File: src/rtl/reg_port_pkg.sv
`default_nettype none
// ============================================================================
// Module  : reg_port_pkg
// Brief   : Shared widths, FSM state encoding and write-FIFO entry type.
// Revision: 1.0 - initial release
// ============================================================================
package reg_port_pkg;

    localparam int REG_AW = 3;
    localparam int REG_DW = 8;

    typedef enum logic [1:0] {
        IDLE    = 2'd0,
        READ    = 2'd1,
        WRITE   = 2'd2,
        RECOVER = 2'd3
    } state_t;

    typedef struct packed {
        logic [REG_AW-1:0] addr;
        logic [REG_DW-1:0] data;
    } wr_entry_t;

endpackage
`default_nettype wire

File: src/rtl/wr_fifo.sv
`default_nettype none
// ============================================================================
// Module  : wr_fifo
// Brief   : Circular write-back buffer; exposes entries oldest-first for compare.
// Revision: 1.0 - initial release
// ============================================================================
module wr_fifo
    import reg_port_pkg::*;
#(
    parameter int DEPTH = 4
) (
    input  logic                    clk,
    input  logic                    rst,
    input  logic                    push,
    input  wr_entry_t               push_entry,
    input  logic                    pop,
    output logic                    full,
    output logic                    empty,
    output wr_entry_t [DEPTH-1:0]   ordered,
    output logic      [DEPTH-1:0]   ordered_valid
);

    localparam int PW = $clog2(DEPTH);
    localparam int CW = PW + 1;

    wr_entry_t [DEPTH-1:0] mem;
    logic [PW-1:0]         wr_ptr;
    logic [PW-1:0]         rd_ptr;
    logic [CW-1:0]         count;

    always_ff @(posedge clk or posedge rst) begin
        if (rst) begin
            wr_ptr <= '0;
            rd_ptr <= '0;
            count  <= '0;
        end else begin
            if (push) wr_ptr <= wr_ptr + 1'b1;
            if (pop)  rd_ptr <= rd_ptr + 1'b1;
            case ({push, pop})
                2'b10:   count <= count + 1'b1;
                2'b01:   count <= count - 1'b1;
                default: count <= count;
            endcase
        end
    end

    always_ff @(posedge clk) begin
        if (push) mem[wr_ptr] <= push_entry;
    end

    assign full  = (count == CW'(DEPTH));
    assign empty = (count == '0);

    // Slot k holds the k-th oldest entry, so index 0 is the head.
    for (genvar k = 0; k < DEPTH; k++) begin : g_order
        assign ordered[k]       = mem[rd_ptr + PW'(k)];
        assign ordered_valid[k] = (count > CW'(k));
    end

endmodule
`default_nettype wire

File: src/rtl/reg_port_ctrl.sv
`default_nettype none
// ============================================================================
// Module  : reg_port_ctrl
// Brief   : Shared-port RF arbiter: buffered writes vs dual-operand reads.
//           Optional macro REGPORT_FWD_EN forwards queued data to reads.
// Revision: 1.0 - initial release
// ============================================================================
module reg_port_ctrl
    import reg_port_pkg::*;
#(
    parameter int DEPTH        = 4,
    parameter int STARVE_LIMIT = 3
) (
    input  logic              clk,
    input  logic              rst,
    input  logic              wr_valid,
    output logic              wr_ready,
    input  logic [REG_AW-1:0] wr_addr,
    input  logic [REG_DW-1:0] wr_data,
    input  logic              rd_valid,
    output logic              rd_ready,
    input  logic [REG_AW-1:0] rd_addr1,
    input  logic [REG_AW-1:0] rd_addr2,
    output logic              rsp_valid,
    output logic [REG_DW-1:0] rsp_data1,
    output logic [REG_DW-1:0] rsp_data2,
    output logic [REG_AW-1:0] rf_op1,
    output logic [REG_AW-1:0] rf_op2,
    output logic [REG_DW-1:0] rf_data,
    output logic              rf_en_write,
    input  logic [REG_DW-1:0] rf_out1,
    input  logic [REG_DW-1:0] rf_out2
);

    localparam int SW = (STARVE_LIMIT > 0) ? $clog2(STARVE_LIMIT + 1) : 1;

    state_t                state;
    logic                  active;
    logic [SW-1:0]         starve;
    logic [REG_AW-1:0]     last_wr_addr;
    logic [REG_AW-1:0]     op1_q;
    logic [REG_AW-1:0]     op2_q;
    logic [REG_DW-1:0]     data_q;

    logic                  push;
    logic                  full;
    logic                  empty;
    wr_entry_t [DEPTH-1:0] ordered;
    logic      [DEPTH-1:0] ordered_valid;
    wr_entry_t             head;

    logic                  hit1;
    logic                  hit2;
    logic                  rd_req;
    logic                  grant_ok;
    logic                  do_write;
    logic                  do_read;
    logic [REG_DW-1:0]     sel1;
    logic [REG_DW-1:0]     sel2;

    assign wr_ready = active & ~full;
    assign push     = wr_valid & wr_ready;
    assign head     = ordered[0];

    wr_fifo #(
        .DEPTH(DEPTH)
    ) u_fifo (
        .clk          (clk),
        .rst          (rst),
        .push         (push),
        .push_entry   ({wr_addr, wr_data}),
        .pop          (do_write),
        .full         (full),
        .empty        (empty),
        .ordered      (ordered),
        .ordered_valid(ordered_valid)
    );

    always_comb begin
        hit1 = 1'b0;
        hit2 = 1'b0;
        for (int k = 0; k < DEPTH; k++) begin
            if (ordered_valid[k] && (ordered[k].addr == rd_addr1)) hit1 = 1'b1;
            if (ordered_valid[k] && (ordered[k].addr == rd_addr2)) hit2 = 1'b1;
        end
    end

`ifdef REGPORT_FWD_EN
    logic [REG_DW-1:0] fwd1;
    logic [REG_DW-1:0] fwd2;

    // Scanning oldest to youngest lets the youngest match win.
    always_comb begin
        fwd1 = '0;
        fwd2 = '0;
        for (int k = 0; k < DEPTH; k++) begin
            if (ordered_valid[k] && (ordered[k].addr == rd_addr1)) fwd1 = ordered[k].data;
            if (ordered_valid[k] && (ordered[k].addr == rd_addr2)) fwd2 = ordered[k].data;
        end
    end

    assign rd_req = rd_valid;
    assign sel1   = hit1 ? fwd1 : rf_out1;
    assign sel2   = hit2 ? fwd2 : rf_out2;
`else
    logic unused_fifo_data;

    assign unused_fifo_data = ^ordered;
    // A hazard-blocked read looks like no read, so the queue drains.
    assign rd_req = rd_valid & ~(hit1 | hit2);
    assign sel1   = rf_out1;
    assign sel2   = rf_out2;
`endif

    assign grant_ok = active && (state != RECOVER);
    assign do_write = grant_ok && !empty &&
                      (full || (starve == SW'(STARVE_LIMIT)) || !rd_req);
    assign do_read  = grant_ok && !do_write && rd_req;
    assign rd_ready = do_read;

    always_comb begin
        rf_en_write = do_write;
        rf_op1      = op1_q;
        rf_op2      = op2_q;
        rf_data     = data_q;
        if (do_write) begin
            rf_op1  = head.addr;
            rf_data = head.data;
        end else if (do_read) begin
            rf_op1 = rd_addr1;
            rf_op2 = rd_addr2;
        end else if (state == RECOVER) begin
            // Moving both op lines off the written address makes the RF re-evaluate.
            rf_op1 = ~last_wr_addr;
            rf_op2 = ~last_wr_addr;
        end
    end

    always_ff @(posedge clk or posedge rst) begin
        if (rst) begin
            state        <= IDLE;
            active       <= 1'b0;
            starve       <= '0;
            last_wr_addr <= '0;
            op1_q        <= '0;
            op2_q        <= '0;
            data_q       <= '0;
            rsp_valid    <= 1'b0;
            rsp_data1    <= '0;
            rsp_data2    <= '0;
        end else begin
            active    <= 1'b1;
            op1_q     <= rf_op1;
            op2_q     <= rf_op2;
            data_q    <= rf_data;
            rsp_valid <= do_read;
            if (do_write) begin
                state        <= RECOVER;
                last_wr_addr <= head.addr;
                starve       <= '0;
            end else if (do_read) begin
                state     <= READ;
                rsp_data1 <= sel1;
                rsp_data2 <= sel2;
                if (!empty && (starve != SW'(STARVE_LIMIT))) starve <= starve + 1'b1;
            end else begin
                state <= IDLE;
            end
        end
    end

endmodule
`default_nettype wire
File: config.mk
export PLATFORM = sky130hd
export DESIGN_NAME = reg_port_ctrl
export DESIGN_NICKNAME = d
export VERILOG_FILES = /design/src/rtl/reg_port_pkg.sv /design/src/rtl/wr_fifo.sv /design/src/rtl/reg_port_ctrl.sv
export SDC_FILE = /design/constraint.sdc
export NUM_CORES = 1
export LEC_CHECK = 0
export BUFFER_PORTS_ARGS = -buffer_cell sky130_fd_sc_hd__buf_2
export CAP_MARGIN = 20
export CORE_UTILIZATION = 23
export CTS_BUF_LIST = sky130_fd_sc_hd__clkbuf_4 sky130_fd_sc_hd__clkbuf_8
export DETAILED_ROUTE_END_ITERATION = 12
export GPL_TIMING_DRIVEN = 1
export SYNTH_ARGS = -nofsm -noshare
export SYNTH_HDL_FRONTEND = slang
export SYNTH_SLANG_ARGS = --single-unit
File: constraint.sdc
create_clock -name clk -period 7.3 [get_ports clk]
set_input_delay 0.73 -clock clk [delete_from_list [all_inputs] [get_ports clk]]
set_output_delay 0.73 -clock clk [all_outputs]
set_load 0.05 [all_outputs]
==> impl_results.md <==
* Syn Std Cell Area at 4290 um2
* Worst skew pair latency at approximately 0.37 ns
* Busiest grt layer: met2
* Area contributors post-synth: edfxtp_1, dfrtp_1, mux4_2
* Final nets at 397
* Max_cap viols at 0
* Hold Path Class: in -> async
* First-pass GRT wire length at around 14,000 um
* Core area at between 15,000 and 20,000 um2
* Min Hold Slack at 0.289 ns
* Met1 GRT Util at 12.5%
* Area leader, netlist: edfxtp_1
* Synth Area per Inst at 15.4 um2
* Post-route setup TNS at 0 ns
* Crit-path slowest cell: dfrtp_1
* RePlAce Congestion at a little under 0.8
* Num CTS Buffers at 9
* Top-count cell post-synth: dfrtp_1
* Grt ovf at 0
* Rel. slew slack at between 40% and 50%
* # diodes at 0
* Post-synth top cells: dfrtp_1, edfxtp_1, xnor2_1
* Top_reg_cell synth: dfrtp_1
* Die width at between 100 and 150 um
* Worst Setup End Kind: output port
* Initial DRT Pass Iterations at 8
* Seq cells post-synth at 90
* Worst path required time at between 6 and 7 ns
* Fin crit share at between 60% and 70%
* Worst endpoint data arrival time at about 4.2 ns
* Post-synth EDFFs at 44
* Setup Buffers After CTS at 0
* Io pins at between 70 and 80
* Maximum number of pins on one net before global-route repair at 47
* Fill count at roughly 1,900
* Synth unique cells at between 40 and 50
* Vias in the first global route at about 2,600
* Clock skew at ~0.014 ns
* Synth warnings at 0
* RSZ-0062 raised after global routing: no
* DRC errors left at 20
* Die Height at ~140 um
* H-tree levels at 3
* Crit Path Category: reg -> out
* Ys async rst share at between 50 and 60%
* Post-CTS sizing at 0
* Initial antenna violation count at 2
* DR WL/cell at ~15 um
* Area of the multi-input gates at approximately 1700 um2
* PortBufs at 70
* CTS tree: yes
* Final setup violation count at 0
* GR Util met2 at between 15 and 20%
* Clock-pin transition on the worst setup and hold timing paths at 0.09 ns
* Final WL at 8740 um
* GRT Total Usage at under 10%
* Status: finished, violations left
* Syn Nets at 328
* Initial Util at 23.6%
* Peak Freq at 205 MHz
* Met3 usage at 3.80%
* Final hold vios at 0
* Top-area cell type share of the netlist area at a little over 30%
* Post-synthesis sequential area ratio at between 50 and 60%
* Failing checks: DRC
* Fin crit period at approximately 5 ns
* Critical path launch point type: flop
* Hold buffer count at CTS at 0
* Instance count of the mapped netlist at between 200 and 300
* Longest Clk Path Bufs at 2
* Die area at ~19,000 um2
* Reg area at around 2500 um2
* Via density at roughly 4.3
* Worst-path fanout max at 21
* Worst Tran Pin Value at about 0.89 ns
* Sink Count at 90
* Final Max Tran Viols at 0
* Layout cells sized above 1 at 34.6%
* Post-DP HPWL at about 6300 um
* Area Growth Syn to Fin at 18.1%
* Max incr delay on CP at 0.93 ns
* DRT antenna net count at 0
* CP Cell Sequence: mux4_1 -> xnor2_1 -> nand3_1 -> a211oi_2 -> nor4b_1 -> buf_4 -> nand2_1 -> a32oi_1 -> buf_2
* Root buffer cell: clkbuf_8
* DR vias at 2,497
* Drt initial violations at approximately 160
* Num rows at around 50
-- registers in the layout, summed over array words and instances (netlist names), 2 cells and up --
register	flops
u_fifo.mem	44
data_q	8
rsp_data1	8
rsp_data2	8
last_wr_addr	3
op1_q	3
op2_q	3
u_fifo.count	3
starve	2
state	2
u_fifo.rd_ptr	2
u_fifo.wr_ptr	2
-- logic make-up after synthesis --
group / count (synthesis) / share of synthesized area, %
AO/OA/AOI/OAI: 30 / 5.22
XOR/XNOR: 27 / 5.51
adder cells (fa/ha/maj): 12 / 3.50
buffers and inverters: 32 / 3.70
flip-flops: 90 / 57.6
multiplexers: 52 / 19.9
other: 1 / 0.0874
AND/OR/NAND/NOR: 35 / 4.40
-- metrics by stage --
stage	area (um2)	instances	worst slack [ns]	util, %
2_1_floorplan	4290	279	3.60	-
3_3_place_gp	4840	564	2.54	26.7
3_5_place_dp	4860	565	2.78	26.8
4_1_cts	5040	581	2.35	27.8
5_1_grt	5060	582	2.07	27.9
6_report	5060	582	2.41	27.9
-- cell type report --
type,instances,share of cell area (%)
tap,229,5.66
multi-input combinational,157,32.7
clock inverter,6,1.11
timing repair buffer,73,7.76
inverter,17,1.31
clock buffer,10,2.59
sequential,90,48.8
-- metal layers --
metal,part of all wire [%],vias to the layer above
li1,-,1171
met1,45,1244
met2,46,68
met3,7.0,12
met4,1.1,2
met5,0.092,-
-- cells in the final DEF, fill, tap and decap left out, types with 2 or more instances in the layout --
| master | count |
|---|---|
| inv_1 | 15 |
| nand4_1 | 4 |
| mux2_4 | 8 |
| o211ai_1 | 3 |
| a32oi_1 | 3 |
| nand2_1 | 13 |
| and3_1 | 4 |
| o2bb2ai_1 | 2 |
| ha_1 | 12 |
| nand2b_1 | 2 |
| xnor2_1 | 26 |
| and2_1 | 2 |
| buf_2 | 70 |
| a21oi_1 | 3 |
| nand3_1 | 2 |
| o211a_1 | 2 |
| inv_6 | 2 |
| a32o_1 | 4 |
| mux2_2 | 5 |
| a211oi_1 | 2 |
| inv_8 | 2 |
| clkbuf_8 | 9 |
| o21ai_0 | 7 |
| edfxtp_1 | 44 |
| mux4_2 | 16 |
| nor2_1 | 3 |
| dfrtp_1 | 46 |
| mux2_1 | 18 |
| mux4_1 | 4 |
-- worst paths after layout --
path / startpoint / to / slack (ns) / depth (start not counted)
worst max-delay path: u_fifo.rd_ptr[1] / rf_op2[1] / 2.41 / 9
worst min-delay path: rst / rsp_data2[2] / 0.29 / 2
worst max register to register: u_fifo.rd_ptr[1] / u_fifo.count[2] / 3.48 / 10
worst min register to register: rsp_data2[0] / rsp_data2[0] / 0.49 / 1
max in group asynchronous: rst / u_fifo.wr_ptr[1] / 6.53 / 3
min in group clk: rsp_data2[0] / rsp_data2[0] / 0.49 / 1
-- critical path, delay by kind of cell (launching register included) --
kind,cells,cell delay (ns)
DFF,1,0.93
muxes,1,0.71
xor gates and xnor gates,1,0.16
and+or+nand+nor,3,0.89
buffers and inverters,2,0.55
AOI/OAI and AO/OA,2,0.54
Power is left out: the tool's default activity adds up to more than one toggle a clock period on the data nets, which glitch-free logic cannot reach.
